==> src/rtl/r2r_dac_wavegen_if.sv <==
// r2r_dac_wavegen_if: control/data bundle between tile digital I/O and the
// R2R DAC controller.
//   ext_data      1: DAC value from data, 0: internal waveform
//   mode          00 ramp up, 01 ramp down, 10 triangle, 11 square
//   data          external DAC value
//   load_divider  rising edge loads div_in into the update-rate divider
//   div_in        divider value to load
//   r2r_out       registered bits to the R2R ladder
//   tick          1-cycle pulse when r2r_out takes a new value
//   sync          1-cycle pulse with tick when the waveform restarts
interface r2r_dac_wavegen_if #(
  parameter int unsigned WIDTH = 4,
  parameter int unsigned DIV_W = 8
);
  logic             ext_data;
  logic [1:0]       mode;
  logic [WIDTH-1:0] data;
  logic             load_divider;
  logic [DIV_W-1:0] div_in;
  logic [WIDTH-1:0] r2r_out;
  logic             tick;
  logic             sync;

  modport master (
    output ext_data, mode, data, load_divider, div_in,
    input  r2r_out, tick, sync
  );

  modport slave (
    input  ext_data, mode, data, load_divider, div_in,
    output r2r_out, tick, sync
  );
endinterface

==> src/rtl/r2r_dac_wavegen.sv <==
// r2r_dac_wavegen: parametrised controller for an N-bit R2R ladder DAC.
// Outputs either external data or an internal waveform (ramp up/down,
// triangle, square), updated once every div_reg+1 clocks.
//   clk  system clock
//   rst  asynchronous active-high reset
//   bus  r2r_dac_wavegen_if slave modport (controls in, r2r_out/tick/sync out)
module r2r_dac_wavegen #(
  parameter int unsigned WIDTH     = 4,
  parameter int unsigned DIV_W     = 8,
  parameter int unsigned DIV_RESET = 9
) (
  input  logic                 clk,
  input  logic                 rst,
  r2r_dac_wavegen_if.slave     bus
);

  typedef enum logic [1:0] {
    MODE_RAMP_UP = 2'b00,
    MODE_RAMP_DN = 2'b01,
    MODE_TRI     = 2'b10,
    MODE_SQUARE  = 2'b11
  } mode_e;

  typedef enum logic {
    DIR_UP   = 1'b0,
    DIR_DOWN = 1'b1
  } dir_e;

  logic [DIV_W-1:0] div_reg_q, div_reg_d;
  logic [DIV_W-1:0] cnt_q, cnt_d;
  logic [WIDTH-1:0] phase_q, phase_d;
  logic [WIDTH-1:0] tri_val_q, tri_val_d;
  dir_e             dir_q, dir_d;
  mode_e            mode_q, mode_d;
  logic             ld_q_q, ld_q_d;
  logic [WIDTH-1:0] r2r_q, r2r_d;
  logic             tick_q, tick_d;
  logic             sync_q, sync_d;

  logic load_edge, cnt_zero, mode_chg, upd;

  always_comb begin
    div_reg_d = div_reg_q;
    cnt_d     = cnt_q;
    phase_d   = phase_q;
    tri_val_d = tri_val_q;
    dir_d     = dir_q;
    mode_d    = mode_q;
    ld_q_d    = bus.load_divider;
    r2r_d     = r2r_q;
    tick_d    = 1'b0;
    sync_d    = 1'b0;

    load_edge = bus.load_divider & ~ld_q_q;
    cnt_zero  = (cnt_q == '0);
    mode_chg  = (mode_e'(bus.mode) != mode_q);
    // A load edge swallows a coinciding update; a mode change restarts the
    // waveform and holds r2r_out until the following update.
    upd       = cnt_zero & ~load_edge & ~mode_chg;

    if (load_edge) begin
      div_reg_d = bus.div_in;
      cnt_d     = bus.div_in;
    end else if (cnt_zero) begin
      cnt_d = div_reg_q;
    end else begin
      cnt_d = cnt_q - 1'b1;
    end

    if (mode_chg) begin
      mode_d    = mode_e'(bus.mode);
      phase_d   = '0;
      tri_val_d = '0;
      dir_d     = DIR_UP;
    end else if (upd) begin
      tick_d = 1'b1;
      if (bus.ext_data) begin
        r2r_d = bus.data;
      end else begin
        unique case (mode_q)
          MODE_RAMP_UP: r2r_d = phase_q;
          MODE_RAMP_DN: r2r_d = ~phase_q;
          MODE_TRI:     r2r_d = tri_val_q;
          MODE_SQUARE:  r2r_d = {WIDTH{phase_q[WIDTH-1]}};
          default:      r2r_d = phase_q;
        endcase
        sync_d  = (phase_q == '0);
        phase_d = phase_q + 1'b1;
        // Turn around at the endpoints so they are emitted only once.
        if (dir_q == DIR_UP) begin
          if (tri_val_q == '1) begin
            tri_val_d = tri_val_q - 1'b1;
            dir_d     = DIR_DOWN;
          end else begin
            tri_val_d = tri_val_q + 1'b1;
          end
        end else begin
          if (tri_val_q == '0) begin
            tri_val_d = tri_val_q + 1'b1;
            dir_d     = DIR_UP;
          end else begin
            tri_val_d = tri_val_q - 1'b1;
          end
        end
      end
    end
  end

  always_ff @(posedge clk or posedge rst) begin
    if (rst) begin
      div_reg_q <= DIV_W'(DIV_RESET);
      cnt_q     <= DIV_W'(DIV_RESET);
      phase_q   <= '0;
      tri_val_q <= '0;
      dir_q     <= DIR_UP;
      mode_q    <= MODE_RAMP_UP;
      ld_q_q    <= 1'b0;
      r2r_q     <= '0;
      tick_q    <= 1'b0;
      sync_q    <= 1'b0;
    end else begin
      div_reg_q <= div_reg_d;
      cnt_q     <= cnt_d;
      phase_q   <= phase_d;
      tri_val_q <= tri_val_d;
      dir_q     <= dir_d;
      mode_q    <= mode_d;
      ld_q_q    <= ld_q_d;
      r2r_q     <= r2r_d;
      tick_q    <= tick_d;
      sync_q    <= sync_d;
    end
  end

  assign bus.r2r_out = r2r_q;
  assign bus.tick    = tick_q;
  assign bus.sync    = sync_q;

endmodule

==> src/flat_wrapper.sv <==
// flat-port wrapper written by rule: the top's interface ports become plain ports
module r2r_dac_wavegen_flat 
#(
  parameter int unsigned WIDTH     = 4,
  parameter int unsigned DIV_W     = 8,
  parameter int unsigned DIV_RESET = 9
)
  (clk, rst, bus_ext_data, bus_mode, bus_data, bus_load_divider, bus_div_in, bus_r2r_out, bus_tick, bus_sync);
  r2r_dac_wavegen_if #(.WIDTH(WIDTH), .DIV_W(DIV_W)) bus_i ();
  input  logic clk;
  input  logic rst;
  input wire logic [$bits(bus_i.ext_data)-1:0] bus_ext_data;
  input wire logic [$bits(bus_i.mode)-1:0] bus_mode;
  input wire logic [$bits(bus_i.data)-1:0] bus_data;
  input wire logic [$bits(bus_i.load_divider)-1:0] bus_load_divider;
  input wire logic [$bits(bus_i.div_in)-1:0] bus_div_in;
  output wire logic [$bits(bus_i.r2r_out)-1:0] bus_r2r_out;
  output wire logic [$bits(bus_i.tick)-1:0] bus_tick;
  output wire logic [$bits(bus_i.sync)-1:0] bus_sync;
  assign bus_i.ext_data = bus_ext_data;
  assign bus_i.mode = bus_mode;
  assign bus_i.data = bus_data;
  assign bus_i.load_divider = bus_load_divider;
  assign bus_i.div_in = bus_div_in;
  assign bus_r2r_out = bus_i.r2r_out;
  assign bus_tick = bus_i.tick;
  assign bus_sync = bus_i.sync;
  r2r_dac_wavegen #(.WIDTH(WIDTH), .DIV_W(DIV_W), .DIV_RESET(DIV_RESET)) u_core (.clk(clk), .rst(rst), .bus(bus_i));
endmodule
==> config.mk <==
export PLATFORM = sky130hd
export DESIGN_NAME = r2r_dac_wavegen_flat
export DESIGN_NICKNAME = d
export VERILOG_FILES = /design/src/rtl/r2r_dac_wavegen_if.sv /design/src/rtl/r2r_dac_wavegen.sv /design/src/flat_wrapper.sv
export SDC_FILE = /design/constraint.sdc
export NUM_CORES = 1
export LEC_CHECK = 0
export ABC_CLOCK_PERIOD_IN_PS = 2500
export BUFFER_PORTS_ARGS = -buffer_cell sky130_fd_sc_hd__buf_4
export CAP_MARGIN = 5
export CORE_MARGIN = 1
export CORE_UTILIZATION = 40
export CTS_BUF_LIST = sky130_fd_sc_hd__clkbuf_8
export CTS_CLUSTER_SIZE = 40
export DETAILED_ROUTE_END_ITERATION = 6
export GPL_TIMING_DRIVEN = 0
export MAX_ROUTING_LAYER = met4
export PLACE_DENSITY = 0.64
export RECOVER_POWER = 100
export SETUP_SLACK_MARGIN = 0.1
export SYNTH_ARGS = -nofsm -noshare
export SYNTH_HDL_FRONTEND = slang
export SYNTH_SLANG_ARGS = --single-unit
==> constraint.sdc <==
create_clock -name clk -period 2.5 [get_ports clk]
set_clock_uncertainty 0.2 [all_clocks]
set_input_delay 0.5 -clock clk [delete_from_list [all_inputs] [get_ports clk]]
set_output_delay 0.5 -clock clk [all_outputs]
set_load 0.01 [all_outputs]
==> metrics.yaml, run 1 <==
slew_viol_final: 0
critPathKind: "flop to flop"
synthMuxAreaShare: 0.0287
rows: 24
placed_cells: 276
synth_edf_count: 0
vias: 1511
status: "completed"
drc_errors: 0
ys_async_sr_fraction: 1.00
worstPathRequired_ps: 2510
worstPathMaxFanout: 6
drive_gt1_frac: 0.212
ys_types: 41
ys_warn_count: 0
ir_worst_vdd_v: 0.000334
grt_max_degree: 22
grt_pass1_vias: 1462
final_cells: 293
critPathLaunchType: "flop"
synth_top_area_cell: "dfrtp_1"
synth_top_family_by_area: "simple AND/OR/NAND/NOR gates"
port_buffers: 22
syn_avg_cell_area_sq_um: 9.11
synth_fa_ha_area_frac: 0.0410
synthSimpleGateAreaFrac: 0.191
ys_seq_elements: 34
ant_nets: 0
grt.total_usage: 0.192
setup_viol: 0
die_w_um: 69.7
fin_crit_sh: 0.997
syn_area_sq_um: 1830
routed_wl_um: 4010
power_mw: 1.62
relSlewSlack: 0.442
grt_pass1_wl_um: 7180
start_util: 0.418
gp_congestion: 0.830
yosys_most_used_dff: "dfrtp_1"
hp-class: "primary input to flop"
cp-end-kind: "flop"
drt-initial-drc-count: 80
cts_buffers: 5
hold_viol: 0
pre_cts_ws_ps: -242
worstPathArrival_ps: 2510
rsz0062_at_grt: "true"
clock_latency_ps: 290
syn_nets: 225
wire_per_inst_um: 13.7
synthDominantCellAreaShare: 0.410
reg2regPathDepth: 8
antenna_found_initial: 0
synthCells: 201
rrSetupSlack_ps: 7
synth-xor-area-share: 0.0526
clkTransAtPathRegs_ps: 80
vias_per_cell: 5.16
core_area_sq_um: 4380
synth_common_cells: "nand2_1 (31), dfrtp_1 (30), o21ai_0 (19), nor2_1 (13), inv_1 (12)"
fmax_mhz: 401
ctsHtreeMaxLevel: 2
dpl.hpwl_um: 2730
max_cap_violations: 0
min_path_cells: 1
yosysMostFrequentCell: "nand2_1"
tightest_slew_ps: 836
worst_slack_ps: 6.78
grt-ovfl-total: 0
antenna_cells: 0
synth_compound_area_frac: 0.169
p_per_area_nw_per_um2: 723
ys_seq_area_frac: 0.467
synthToLayoutAreaGrowth_pct: 22.6
clock-sinks: 34
num-nets-final: 264
clockBufferDepth: 2
first_pass_iters: 4
cts-root-buf: "clkbuf_8"
fp.dieH_um: 69.7
period_needed_ps: 2490
die-area_sq_um: 4850
hold_slack_ps: 152
synthTopCellsByArea: "dfrtp_1 (41%), nand2_1 (6.4%), dfstp_2 (5.7%)"
power_leakage_nw: 1.02
io_pins: 24
cts_tree: "built"
==> critical path: stages, from the launching register on <==
cell	delay, ps
dfrtp_1	390
inv_2	80
ha_4	130
or4b_4	460
buf_6	140
or4_4	410
buf_6	140
or3_1	330
a21oi_2	120
==> stage by stage <==
step	utilization	instance area [sq um]	setup TNS, ps
5_1_grt	0.512	2250	-155
2_1_floorplan	-	1830	0
3_5_place_dp	0.474	2080	-874
4_1_cts	0.512	2250	0
6_report	0.512	2250	0
3_3_place_gp	0.471	2060	-950
==> final cells by class <==
cell class / count / area [sq um]
Buffer: 11 / 60.1
Fill cell: 440 / 2140
Timing Repair Buffer: 32 / 203
Multi-Input combinational cell: 144 / 935
Sequential cell: 34 / 856
Inverter: 12 / 45.0
Clock inverter: 3 / 13.8
Clock buffer: 5 / 68.8
Tap cell: 52 / 65.1
==> worst paths after layout <==
kind | start | endpoint
max | u_core.cnt_q[1] | u_core.phase_q[3]
min | bus_load_divider | u_core.ld_q_q
max reg2reg | u_core.cnt_q[1] | u_core.phase_q[3]
min reg2reg | u_core.div_reg_q[6] | u_core.div_reg_q[6]
max in group asynchronous | rst | u_core.bus.r2r_out[2]
min in group asynchronous | rst | u_core.cnt_q[1]
==> registers in the layout, indices dropped and copies added, names as in the netlist <==
name,count
u_core.bus.r2r_out,4
u_core.bus.sync,1
u_core.bus.tick,1
u_core.cnt_q,8
u_core.dir_q,1
u_core.div_reg_q,8
u_core.ld_q_q,1
u_core.mode_q,2
u_core.phase_q,4
u_core.tri_val_q,4
==> repair_timing <==
item / in CTS / in global routing
endpoints found under the hold margin: 0 / 0
pin swaps: 2 / 4
hold buffers: 0 / 0
setup endpoints to repair: 14 / 18
gates resized for setup: 12 / 3
setup buffers: 5 / 4
cloned: 0 / 0
==> routing by layer <==
layer  wire, um  part of all wire  up-vias  track usage
met4         31            0.0077        0       0.0467
met3        159             0.040        5       0.0494
met2       1740              0.43       30        0.266
li1           -                 -      776            -
met1       2080              0.52      700        0.282
met5          0                 0        -            -
==> kinds of logic (layout without fill, tap and decap cells) <==
| group | count (synthesis) | after routing |
|---|---|---|
| flops | 34 | 34 |
| compound gates | 50 | 50 |
| buf+inv | 23 | 63 |
| xor+xnor | 11 | 11 |
| mux | 5 | 5 |
| simple gates | 72 | 72 |
| fa+ha+maj | 6 | 6 |
==> where the power goes <==
part | internal (mW) | leakage [nW] | switching (mW)
sequential | 0.656 | 0.433 | 0.0809
combinational | 0.230 | 0.539 | 0.265
clock | 0.189 | 0.0491 | 0.202
total | 1.08 | 1.02 | 0.549
==> cells in the final DEF (no fill, tap or decap), types with 3 or more instances in the layout <==
cell type / netlist / routed
or3_1: 3 / 3
ha_1: 6 / 5
nor3_1: 6 / 6
clkbuf_8: 0 / 5
a22oi_1: 3 / 3
nand2b_1: 4 / 4
a211oi_1: 4 / 4
nand2_1: 31 / 31
xor2_1: 7 / 7
a21oi_1: 11 / 10
xnor2_1: 4 / 4
inv_1: 12 / 11
mux2i_1: 3 / 3
clkbuf_1: 7 / 17
dfrtp_1: 30 / 30
dfstp_2: 4 / 4
nand3_1: 4 / 3
o31ai_1: 4 / 4
buf_4: 1 / 22
o21ai_0: 19 / 19
nor2_1: 13 / 12
No activity file was read; power rests on OpenSTA's default activity.
==> run 2, diff against run 1 <==
- MAX_ROUTING_LAYER: met4 -> default
==> run 2 against run 1 <==
- clock power about the same
- clock-buffer cell count did not move
- largest cell class unchanged
- non-clock buffer count did not move
- worst hold slack got worse by 0.51 ps
- final cell count stayed put
- largest power group unchanged
- via count is 0.40% lower
- highest routed layer unchanged
- critical path type unchanged
- critical path depth is the same
==> metrics.yaml, run 2 (synthesis gave the netlist of run 1 again) <==
io_pins: 24  # unchanged
grt_max_degree: 22  # unchanged
fp.dieH_um: 69.7  # unchanged
cp-end-kind: "flop"
fin_crit_sh: 0.994  # -0.00333
worstPathRequired_ps: 2520  # about the same
relSlewSlack: 0.446  # +0.00387
grt_pass1_wl_um: 7190  # about the same
crit_family: "simple AND/OR/NAND/NOR gates"
hp-class: "primary input to flop"
worstPathCellList: "inv_2 > ha_4 > or4b_4 > buf_6 > or4_4 > buf_6 > or3_1 > a21oi_2"
switchingPower_uw: 550  # +0.27%
reg2regPathDepth: 8  # unchanged
num-nets-final: 264  # unchanged
clock_latency_ps: 290  # about the same
critPathMaxStageDelay_ps: 460  # about the same
cts_tree: "built"
p_int_mw: 1.08  # about the same
slew_viol_final: 0  # unchanged
p_per_area_nw_per_um2: 724  # +0.15%
drive_gt1_frac: 0.212  # unchanged
drc_errors: 0  # unchanged
die-area_sq_um: 4850  # unchanged
grt_pass1_vias: 1461  # -0.068%
crit_path_frequent_cell: "buf_6"
power_mw: 1.63  # +0.15%
max_cap_violations: 0  # unchanged
vias: 1505  # -0.40%
gp_congestion: 0.818  # -1.5%
clockBufferDepth: 2  # unchanged
drt-initial-drc-count: 79  # -1.3%
hold_viol: 0  # unchanged
rsz0062_at_grt: "true"
ctsHtreeMaxLevel: 2  # unchanged
rows: 24  # unchanged
ant_nets: 0  # unchanged
cp.depth: 8  # unchanged
start_util: 0.418  # unchanged
fillers: 440  # unchanged
min_path_cells: 1  # unchanged
setup_viol: 0  # unchanged
worstPathArrival_ps: 2500  # about the same
finalSetupTns_ps: 0  # unchanged
combPwrFrac: 0.306  # about the same
cts_buffers: 5  # unchanged
final_common_cell: "nand2_1"
antenna_cells: 0  # unchanged
power_frac_clock: 0.240  # about the same
grt.total_usage: 0.187  # -0.00537
status: "completed"
crit_buf_inv: 3  # unchanged
critPathKind: "flop to flop"
seqPwrFrac: 0.453  # about the same
top_regs: "u_core.cnt_q x8, u_core.div_reg_q x8"
worstPathMaxFanout: 6  # unchanged
vias_per_cell: 5.14  # -0.40%
period_needed_ps: 2480  # -8.32 ps
die_w_um: 69.7  # unchanged
dpl.hpwl_um: 2730  # unchanged
antenna_found_initial: 0  # unchanged
synthToLayoutAreaGrowth_pct: 22.6  # unchanged
cts-root-buf: "clkbuf_8"
grt-ovfl-total: 0  # unchanged
first_pass_iters: 4  # unchanged
clock-sinks: 34  # unchanged
final_cell_mix: "nand2_1 (31), dfrtp_1 (30), buf_4 (22)"
clkTransAtPathRegs_ps: 70  # about the same
routed_wl_um: 4040  # +0.82%
slowest_stage: "or4b_4"
ir_worst_vdd_v: 0.000333  # -0.21%
wire_per_inst_um: 13.8  # +0.82%
power_leakage_nw: 1.02  # unchanged
tightest_slew_ps: 831  # -5.80 ps
critPathLaunchType: "flop"
port_buffers: 22  # unchanged
switching_share: 0.338  # +0.000390
core_area_sq_um: 4380  # unchanged
fmax_mhz: 402  # +0.33%
[run 2: cell type report]
cell class,count,area (sq um),share of cell area
multi-input cells,144,935,0.416
plain buffers,11,60.1,0.0267
flip-flops and latches,34,856,0.381
repair buffers,32,203,0.0903
inverters,12,45.0,0.0201
well taps,52,65.1,0.0290
clock inverters,3,13.8,0.00613
clock buffers,5,68.8,0.0306
[run 2: final timing paths]
kind	from	slack [ps]	to
max in group asynchronous	rst	720	u_core.div_reg_q[6]
setup / recovery	u_core.cnt_q[1]	20	u_core.phase_q[3]
setup reg to reg	u_core.cnt_q[1]	20	u_core.phase_q[3]
hold / removal	bus_load_divider	150	u_core.ld_q_q
hold reg to reg	u_core.div_reg_q[6]	270	u_core.div_reg_q[6]
min in group asynchronous	rst	170	u_core.cnt_q[1]
[run 2: what timing repair did]
| action | CTS | global route |
|---|---|---|
| hold buffers | 0 | 0 |
| pin swaps | 2 | 4 |
| hold endpoints to repair | 0 | 0 |
| gates resized for setup | 12 | 3 |
| buffers inserted | 5 | 4 |
| endpoints found under the setup margin | 14 | 18 |
[run 2: through the flow]
stage / setup WS [ps] / area (sq um) / cells / hold slack [ps] / utilization
3_3_place_gp: -256 / 2060 / 275 / 248 / 0.471
4_1_cts: 43.4 / 2250 / 289 / 126 / 0.512
5_1_grt: -66.9 / 2250 / 293 / 143 / 0.512
6_report: 15.1 / 2250 / 293 / 152 / 0.512
2_1_floorplan: 102 / 1830 / 201 / 237 / -
3_5_place_dp: -242 / 2080 / 276 / 258 / 0.474
[run 2: power groups by stage]
stage / logic [mW] / registers (mW) / clock network [mW]
2_1_floorplan: 0.294 / 0.733 / 0
6_report: 0.498 / 0.737 / 0.391
5_1_grt: 0.561 / 0.758 / 0.428
4_1_cts: 0.498 / 0.731 / 0.402
3_5_place_dp: 0.423 / 0.740 / 0
3_3_place_gp: 0.414 / 0.738 / 0
[run 2: metal layers]
layer | global-route usage | vias up | part of all wire
met5 | 0 | - | 0
met4 | 0.0467 | 0 | 0.0059
met3 | 0.0494 | 5 | 0.038
met2 | 0.265 | 28 | 0.44
met1 | 0.283 | 698 | 0.52
li1 | - | 774 | -
